### src/rtl/dram_pkg.sv
// Shared constants for the FPM DRAM bank sequencer: state encoding and 68030 byte-lane decode.
package dram_pkg;

  localparam int MA_BITS_DEF = 10;

  localparam logic [2:0] ST_IDLE    = 3'd0;
  localparam logic [2:0] ST_ROW     = 3'd1;
  localparam logic [2:0] ST_CAS     = 3'd2;
  localparam logic [2:0] ST_HOLD    = 3'd3;
  localparam logic [2:0] ST_REF_CAS = 3'd4;
  localparam logic [2:0] ST_REF_RAS = 3'd5;
  localparam logic [2:0] ST_PRE     = 3'd6;

  // Returns active-low CAS_n[3:0]; reads strobe every lane, writes follow the 32-bit port decode.
  function automatic logic [3:0] cas_lanes(input logic rw, input logic [1:0] siz,
                                           input logic [1:0] a10);
    logic a1, a0, s1, s0;
    logic uud, umd, lmd, lld;
    a1  = a10[1];
    a0  = a10[0];
    s1  = siz[1];
    s0  = siz[0];
    uud = ~a1 & ~a0;
    umd = (~a1 & a0) | (~a1 & ~s0) | (~a1 & s1);
    lmd = (a1 & ~a0) | (~a1 & ~s0 & ~s1) | (~a1 & s1 & s0) | (~a1 & a0 & ~s0);
    lld = (a1 & a0) | (a0 & s1 & s0) | (~s1 & ~s0) | (a1 & s1);
    if (rw) return 4'h0;
    return ~{uud, umd, lmd, lld};
  endfunction

endpackage

### src/rtl/dram_refresh_timer.sv
// Refresh interval timer: free-running down-counter that raises a single pending flag on terminal count.
module dram_refresh_timer #(
  parameter int REFRESH_DIV = 780
) (
  input  logic CLK,
  input  logic RST,
  input  logic clear,
  output logic pending
);

  localparam int CW = $clog2(REFRESH_DIV);
  localparam logic [CW-1:0] RELOAD = CW'(REFRESH_DIV - 1);

  logic [CW-1:0] count;

  always_ff @(posedge CLK) begin
    if (RST) begin
      count   <= RELOAD;
      pending <= 1'b0;
    end else begin
      if (count == '0) count <= RELOAD;
      else             count <= count - CW'(1);
      // An expiry landing while a request is still outstanding is simply absorbed.
      if (clear)              pending <= 1'b0;
      else if (count == '0)   pending <= 1'b1;
    end
  end

endmodule

### src/rtl/dram_controller.sv
// FPM DRAM bank sequencer: turns 68030 bus cycles into RAS/CAS/MA/WE timing and DSACK, with CBR refresh.
//  state   | meaning
//  IDLE    | bank free, arbitrate refresh vs CPU
//  ROW     | RAS low with row address
//  CAS     | CAS low, counting to DSACK
//  HOLD    | DSACK asserted, waiting for AS_n high
//  REF_CAS | CBR: CAS low ahead of RAS
//  REF_RAS | CBR: RAS low
//  PRE     | RAS precharge
module dram_controller
  import dram_pkg::*;
#(
  parameter int MA_BITS     = MA_BITS_DEF,
  parameter int REFRESH_DIV = 780,
  parameter int CAS_CYCLES  = 2,
  parameter int RAS_PRE     = 2,
  parameter int REF_RAS     = 3
) (
  input  logic                   CLK,
  input  logic                   RST,
  input  logic                   CS_DRAM_n,
  input  logic                   AS_n,
  input  logic                   RW,
  input  logic [1:0]             SIZ,
  input  logic [2*MA_BITS+1:0]   A,
  output logic [MA_BITS-1:0]     MA,
  output logic                   RAS_n,
  output logic [3:0]             CAS_n,
  output logic                   WE_n,
  output logic                   DSACK0_n,
  output logic                   DSACK1_n,
  output logic                   REF_ACTIVE
);

  localparam int STEP_MAX = (CAS_CYCLES > REF_RAS) ?
                            ((CAS_CYCLES > RAS_PRE) ? CAS_CYCLES : RAS_PRE) :
                            ((REF_RAS > RAS_PRE) ? REF_RAS : RAS_PRE);
  localparam int STEP_W = (STEP_MAX > 1) ? $clog2(STEP_MAX) : 1;
  localparam logic [STEP_W-1:0] CAS_LOAD = STEP_W'((CAS_CYCLES > 1) ? CAS_CYCLES - 2 : 0);
  localparam logic [STEP_W-1:0] PRE_LOAD = STEP_W'(RAS_PRE - 1);
  localparam logic [STEP_W-1:0] REF_LOAD = STEP_W'(REF_RAS - 1);

  logic [2:0]        state;
  logic [STEP_W-1:0] step;
  logic              req;
  logic              ref_pending;
  logic              ref_clear;

  assign req       = ~CS_DRAM_n & ~AS_n;
  assign ref_clear = (state == ST_IDLE) && ref_pending;

  dram_refresh_timer #(.REFRESH_DIV(REFRESH_DIV)) u_refresh_timer (
    .CLK     (CLK),
    .RST     (RST),
    .clear   (ref_clear),
    .pending (ref_pending)
  );

  always_ff @(posedge CLK) begin
    if (RST) begin
      state      <= ST_IDLE;
      step       <= '0;
      MA         <= '0;
      RAS_n      <= 1'b1;
      CAS_n      <= 4'hF;
      WE_n       <= 1'b1;
      DSACK0_n   <= 1'b1;
      DSACK1_n   <= 1'b1;
      REF_ACTIVE <= 1'b0;
    end else begin
      case (state)
        ST_IDLE: begin
          if (ref_pending) begin
            CAS_n      <= 4'h0;
            RAS_n      <= 1'b1;
            WE_n       <= 1'b1;
            REF_ACTIVE <= 1'b1;
            state      <= ST_REF_CAS;
          end else if (req) begin
            MA    <= A[2*MA_BITS+1:MA_BITS+2];
            RAS_n <= 1'b0;
            WE_n  <= RW;
            state <= ST_ROW;
          end
        end
        ST_ROW: begin
          if (AS_n) begin
            RAS_n <= 1'b1;
            WE_n  <= 1'b1;
            step  <= PRE_LOAD;
            state <= ST_PRE;
          end else begin
            MA    <= A[MA_BITS+1:2];
            CAS_n <= cas_lanes(RW, SIZ, A[1:0]);
            // DSACK lands CAS_CYCLES-1 edges after CAS so the CPU samples it with CAS low CAS_CYCLES cycles.
            if (CAS_CYCLES == 1) begin
              DSACK0_n <= 1'b0;
              DSACK1_n <= 1'b0;
              state    <= ST_HOLD;
            end else begin
              step  <= CAS_LOAD;
              state <= ST_CAS;
            end
          end
        end
        ST_CAS: begin
          if (step == '0) begin
            DSACK0_n <= 1'b0;
            DSACK1_n <= 1'b0;
            state    <= ST_HOLD;
          end else begin
            step <= step - STEP_W'(1);
          end
        end
        ST_HOLD: begin
          if (AS_n) begin
            RAS_n    <= 1'b1;
            CAS_n    <= 4'hF;
            WE_n     <= 1'b1;
            DSACK0_n <= 1'b1;
            DSACK1_n <= 1'b1;
            step     <= PRE_LOAD;
            state    <= ST_PRE;
          end
        end
        ST_REF_CAS: begin
          RAS_n <= 1'b0;
          step  <= REF_LOAD;
          state <= ST_REF_RAS;
        end
        ST_REF_RAS: begin
          if (step == '0) begin
            RAS_n <= 1'b1;
            CAS_n <= 4'hF;
            step  <= PRE_LOAD;
            state <= ST_PRE;
          end else begin
            step <= step - STEP_W'(1);
          end
        end
        ST_PRE: begin
          if (step == '0) begin
            REF_ACTIVE <= 1'b0;
            state      <= ST_IDLE;
          end else begin
            step <= step - STEP_W'(1);
          end
        end
        default: state <= ST_IDLE;
      endcase
    end
  end

endmodule

### config.mk
export PLATFORM = sky130hd
export DESIGN_NAME = dram_controller
export DESIGN_NICKNAME = d
export VERILOG_FILES = /design/src/rtl/dram_pkg.sv /design/src/rtl/dram_refresh_timer.sv /design/src/rtl/dram_controller.sv
export SDC_FILE = /design/constraint.sdc
export NUM_CORES = 1
export LEC_CHECK = 0
export BUFFER_PORTS_ARGS = -buffer_cell sky130_fd_sc_hd__buf_2
export CORE_ASPECT_RATIO = 1.75
export CORE_MARGIN = 5
export CORE_UTILIZATION = 52
export CTS_CLUSTER_DIAMETER = 200
export DETAILED_ROUTE_END_ITERATION = 16
export PLACE_DENSITY = 0.89
export SYNTH_ARGS = -nofsm -noshare
export SYNTH_HDL_FRONTEND = slang
export SYNTH_SLANG_ARGS = --single-unit
### constraint.sdc
create_clock -name CLK -period 2.3 [get_ports CLK]
set_clock_uncertainty 0.1 [all_clocks]
set_input_delay 0.115 -clock CLK [delete_from_list [all_inputs] [get_ports CLK]]
set_output_delay 0.115 -clock CLK [all_outputs]
set_load 0.05 [all_outputs]
=== Word level (Yosys, flattened, before mapping) ===
Cells that the tools add are included.

* Flip-flop bits (word level): 34
* Bits of input ports: 29
* Output and inout bits: 19
* Word-level logic and storage cells: 121

* $add $sub $neg: 2
* Equal/unequal tests: 17
* Multiplexer cells: 40
* Bitwise logic cells: 29
* Reduce and logical (&&, ||, !) cells: 23

{| class="wikitable"
|+ Operators with widths
! operator !! count
|-
| $mux 10 || 3
|-
| $mux 4 || 6
|-
| $mux 3 || 7
|-
| $pmux 3 s7 || 1
|-
| $pmux 10 s2 || 1
|-
| $ne 2x2->1 const B || 8
|-
| $pmux 4 s4 || 1
|-
| $and 1x1->1 || 14
|-
| $mux 1 || 13
|-
| $reduce_and 3->1 || 4
|-
| $logic_not 10->1 || 1
|-
| $pmux 2 s5 || 1
|-
| $reduce_and 5->1 || 2
|-
| $sub 10x1->10 const B || 1
|-
| $eq 3x3->1 const B || 3
|-
| $or 1x1->1 || 8
|-
| $reduce_and 4->1 || 2
|-
| $reduce_bool 2->1 || 4
|-
| $reduce_bool 4->1 || 2
|-
| $reduce_or 2->1 || 4
|-
| $eq 3x2->1 const B || 2
|-
| $mux 2 || 3
|-
| $not 1->1 || 6
|-
| $pmux 1 s2 || 3
|-
| other kinds (10) || 11
|}

=== Logic depth before layout (Yosys ltp) ===
* Word-level depth: 10
* Depth in mapped cells: 6
* Gate-level depth less buffers: 6

=== By module ===
Synthesis repeated with hierarchy kept, for this count alone.

* Cell total of the unflattened synthesis: 231
* Area, all modules: 1949.4 sq um

{| class="wikitable"
|+ Modules (own cells, without submodules)
! module !! instances !! cells an instance !! area each (sq um) !! seq. area each (sq um)
|-
| dram_controller || 1 || 175 || 1446.4 || 460.4
|-
| dram_refresh_timer || 1 || 56 || 503.0 || 220.2
|}

=== Worst setup path after synthesis ===
OpenSTA, ideal clock, no wires.

* Path kind: reg-to-reg
* Start: reg u_refresh_timer.count[0]
* End: reg u_refresh_timer.count[6]
* Setup time: 0.070 ns
* Arrival: 1.578 ns
* Required time: 2.130 ns
* Slack: 0.552 ns
* Stages on the path, launching flop included: 6
* Path buffers: 0
* Period minus slack after synthesis: 1.748 ns
* Path through: dfxtp_1 -> inv_1 -> ha_1 -> or4b_4 -> or4_1 -> a21oi_1

* Word-level cells in the longest chain between the ends: 2
* Elaborated cells between the ends (all ways): 3
* Those cells by class: 1 x add/sub; 2 x reduce/logical

{| class="wikitable"
|+ Ends and longest elaborated chain
! element !! RTL line !! RTL
|-
| start: declaration || dram_refresh_timer.sv:14 || <nowiki>logic [CW-1:0] count;</nowiki>
|-
| start signal: assignment || dram_refresh_timer.sv:22 || <nowiki>else count <= count - CW'(1);</nowiki>
|-
| parallel branches: the longest is 2 deep, another holds $sub 10x1->10 || - ||
|}

Several ways; the timed one is not identified.
A chain may end at the register's enable or synchronous reset.

=== Worst setup path in the final report ===
* Start: reg state[2]
* End: reg CAS_n[1]

* Word-level cells in the longest chain between the ends: 3
* Elaborated cells between the ends (all ways): 11
* Those cells by class: 7 x eq/ne; 1 x mux; 3 x reduce/logical

{| class="wikitable"
|+ Ends and longest elaborated chain
! element !! RTL line !! RTL
|-
| start: declaration || dram_controller.sv:43 || <nowiki>logic [2:0] state;</nowiki>
|-
| start signal: assignment || dram_controller.sv:61 || <nowiki>state <= ST_IDLE;</nowiki>
|-
| start signal: assignment || dram_controller.sv:78 || <nowiki>state <= ST_REF_CAS;</nowiki>
|-
| start signal: assignment || dram_controller.sv:83 || <nowiki>state <= ST_ROW;</nowiki>
|-
| $eq 3x3->1, or another cell as far along || dram_controller.sv:71 || <nowiki>case (state)</nowiki>
|-
| $reduce_bool 4->1 (no line), or another cell as far along || - ||
|-
| $reduce_and 5->1 (no line) || - ||
|-
| end signal: assignment || dram_controller.sv:94 || <nowiki>CAS_n <= cas_lanes(RW, SIZ, A[1:0]);</nowiki>
|-
| end: declaration || dram_controller.sv:28 || <nowiki>output logic [3:0] CAS_n,</nowiki>
|}

Several ways; a longest one is shown, not always the timed one.

==> summary.txt <==
Routing
  – Vias per Instance: 5.53
  – WL/cell: 13.7 microns
  – First DRT Iteration DRCs: 43
  – Top sig layer: met4
  – Metal-1 WL: 1.62 mm
  – Vias: 1660
  – Met2 wire len: 2.17 mm
  – Detail Route Antenna Nets: 0
  – Residual DRC count: 0
  – First-pass DRT Iterations: 4
  – Final wirelength: 4.10 mm
  – Met3 wire length: 237 microns

Yosys
  – Adder-cell share of the synthesized area: 0.0212
  – Synth Area in Compound Gates: 0.243
  – Area share of the largest cell type after synthesis: 0.385
  – Synth Area in Simple Gates: 0.197
  – Syn_nets: 244
  – Synth unique cells: 44
  – Gate Count Post-Synth: 212
  – Synth warn: 0
  – Synth Register Bits: 34
  – Xor and xnor area share after synthesis: 0.0248
  – Mux share of post-synthesis cell area: 0.0736
  – Top post-synthesis cells by area: dfxtp_1 38%, mux2i_1 7.4%, nor2_1 5.9%, a211oi_1 4.7%, o21ai_0 4.5%
  – Async set-reset flop share out of synthesis: 0
  – Dominant cell type by area after synthesis: dfxtp_1
  – Largest family of logic cells by synthesized area: compound AO/OA/AOI/OAI gates
  – EDFF count, synth: 0
  – Main synth FF type: dfxtp_1
  – Post-Syn Area: 1770 sq um
  – Sequential fraction of the synthesis area: 0.385
  – Synth Area per Inst: 8.35 sq um

Critical path
  – Crit path capture type: flip-flop
  – Worst Path Class, Setup: flip-flop to flip-flop
  – Worst setup SP type: flip-flop
  – Largest fanout on the critical path: 22
  – Critical path's largest stage delay: 0.73 ns
  – Worst path required time: 2.41 ns
  – Arr. time, crit path: 2.02 ns
  – CP Cell Sequence: o21ai_0 -> a31oi_1 -> mux2i_1
  – Slowest CP cell: dfxtp_1

Clocking
  – Clk slew on worst S/H paths: 0.06 ns
  – Setup bufs post-CTS: 0
  – CTS Buf Count: 5
  – Clk buf depth: 2
  – CTS tree: done
  – Later-pin clock latency in the skew report: 0.29 ns
  – Depth of the CTS H-tree: 2
  – CTS Sinks: 34
  – Hold_buf cts: 0
  – Post-cts gate resize count: 0
  – CTS root buffer: clkbuf_8

Timing
  – Slew @ Worst Pin: 0.647 ns
  – Setup TNS: 0 ns
  – Final period utilization: 0.833
  – Final Setup Violations: 0
  – Final hold violation count: 0
  – Final Max Slew Viols: 0
  – Final min period: 1.91 ns
  – Fmax: 522 MHz
  – RSZ-0062 raised after global routing: false
  – Relative slew slack: 0.568

Placed design
  – RD Place Congestion: 0.880
  – Placed cell areas: 2030 sq um
  – IO buf count: 47
  – HPWL Detailed: 2.99 mm

Cells and area
  – Design area: 2140 sq um
  – Syn-to-layout area delta: 20.9%
  – Final core occ: 0.643
  – ANT cells: 0
  – Proportion of layout cells with a drive suffix above 1: 0.239
  – Fin nets: 287

GRT
  – Gr usage total: 0.194
  – Vias in the first global route: 1548
  – Gr ovfl total: 0
  – Initial antenna violation count: 0
  – Maximum number of pins on one net before global-route repair: 27
  – First-pass GRT wire length: 6.82 mm

Die
  – Effective utilization at floorplan: 0.532
  – Core Region: 3330 sq um
  – Std cell rows: 28
  – I/O pins: 48
  – Die height: 87.2 microns
  – Die area: 4710 sq um
  – Chip width: 54.1 microns

Job
  – Max-cap violations: 0

Pwr
  – Clock Power Share: 0.240
  – Gate power share: 0.404
  – LEAKAGE: 0.919 nW
  – Flop pwr share: 0.356
  – Worst IR drop on VDD: 0.790 mV
  – Psw: 0.935 mW
  – PD cells: 1070 nW/um^2
  – Int Pwr: 1.35 mW
  – Sw Ratio: 0.409

Hold path
  – HP Class: input port to flip-flop

Status
  – Status: finished, final reports clean
==> final cells by class <==
cell class,count,area [sq um]
Timing Repair Buffer,50,258
Fill cell,276,1190
Multi-Input combinational cell,154,995
Clock inverter,1,30.0
Inverter,10,37.5
Clock buffer,6,82.6
Sequential cell,34,681
Tap cell,45,56.3
==> power by group through the flow <==
stage | Clock [mW] | Combinational [mW] | Sequential (mW)
floorplan | 0 | 0.537 | 1.00
CTS | 0.562 | 0.929 | 0.814
global placement | 0 | 0.902 | 0.818
detailed placement | 0 | 0.921 | 0.824
finish | 0.549 | 0.925 | 0.816
global route | 0.592 | 0.995 | 0.835
==> critical path: cells and delay by family, from the launching register on <==
family,cells,cell delay [ns]
compound gates,2,0.74
flops,1,0.73
mux,1,0.26
==> state kept, by name, summed over array words and instances (netlist names) <==
register / cells
DSACK1_n: 1
WE_n: 1
state: 3
MA: 10
u_refresh_timer.pending: 1
step: 2
CAS_n: 4
u_refresh_timer.count: 10
RAS_n: 1
REF_ACTIVE: 1
==> synthesized netlist by cell type, types with 4 or more instances <==
cell,number
dfxtp_1,34
nor2_1,28
o21ai_0,16
mux2i_1,13
a21oi_1,12
a211oi_1,11
inv_1,10
clkbuf_1,9
nand2_1,8
nor2b_1,7
nand3_1,5
a31oi_1,4
buf_2,4
xnor2_1,4
==> worst paths after layout <==
check | from | to | cells after the start | slack (ns)
max | state[2]$_SDFFE_PP0P_ | CAS_n[1]$_SDFFE_PP1P_ | 3 | 0.39
min | A[14] | MA[2]$_SDFFE_PP0P_ | 3 | 0.07
max reg2reg | state[2]$_SDFFE_PP0P_ | CAS_n[1]$_SDFFE_PP1P_ | 3 | 0.39
min reg2reg | u_refresh_timer.count[0]$_SDFF_PP1_ | u_refresh_timer.count[0]$_SDFF_PP1_ | 1 | 0.35
==> logic make-up (layout without fill, tap and decap cells) <==
logic type                 count (synthesis)  count (layout)
AOI/OAI and AO/OA                         65              65
xor gates and xnor gates                   5               5
adders and majority gates                  3               3
buffers and inverters                     24              67
DFF                                       34              34
muxes                                     13              13
and+or+nand+nor                           68              68
==> metal layers <==
metal / global-route usage / up-vias
met3: 0.0463 / 6
met5: 0 / -
met4: 0.0816 / 0
li1: - / 850
met1: 0.220 / 756
met2: 0.333 / 48
==> layout by cell type (no fill, tap or decap), types with 2 or more instances in the layout <==
| cell type | instances |
|---|---|
| dfxtp_1 | 34 |
| o31ai_1 | 3 |
| o31a_1 | 2 |
| o211ai_1 | 2 |
| buf_4 | 3 |
| clkbuf_8 | 6 |
| xnor2_1 | 4 |
| nand3_1 | 5 |
| o21ai_0 | 16 |
| nand2_1 | 8 |
| nor2b_1 | 7 |
| nor4_1 | 3 |
| a21oi_1 | 12 |
| a31oi_1 | 4 |
| ha_1 | 3 |
| nor2_1 | 28 |
| nor3_1 | 2 |
| a211oi_1 | 11 |
| inv_1 | 10 |
| o21a_1 | 3 |
| buf_2 | 47 |
| mux2i_1 | 13 |
| or4_1 | 3 |
| a22oi_1 | 2 |
| nand2b_1 | 3 |
==> stage by stage <==
| step | power (mW) | hold slack (ns) | worst slack (ns) | cells |
|---|---|---|---|---|
| 6_report | 2.29 | 0.0738 | 0.385 | 300 |
| 5_1_grt | 2.42 | 0.0794 | 0.200 | 300 |
| 4_1_cts | 2.30 | 0.0694 | 0.393 | 300 |
| 3_5_place_dp | 1.74 | 0.317 | 0.430 | 293 |
| 3_3_place_gp | 1.72 | 0.290 | 0.522 | 293 |
| 2_1_floorplan | 1.54 | 0.198 | 0.552 | 212 |
Power figures use the tool's default switching activity.
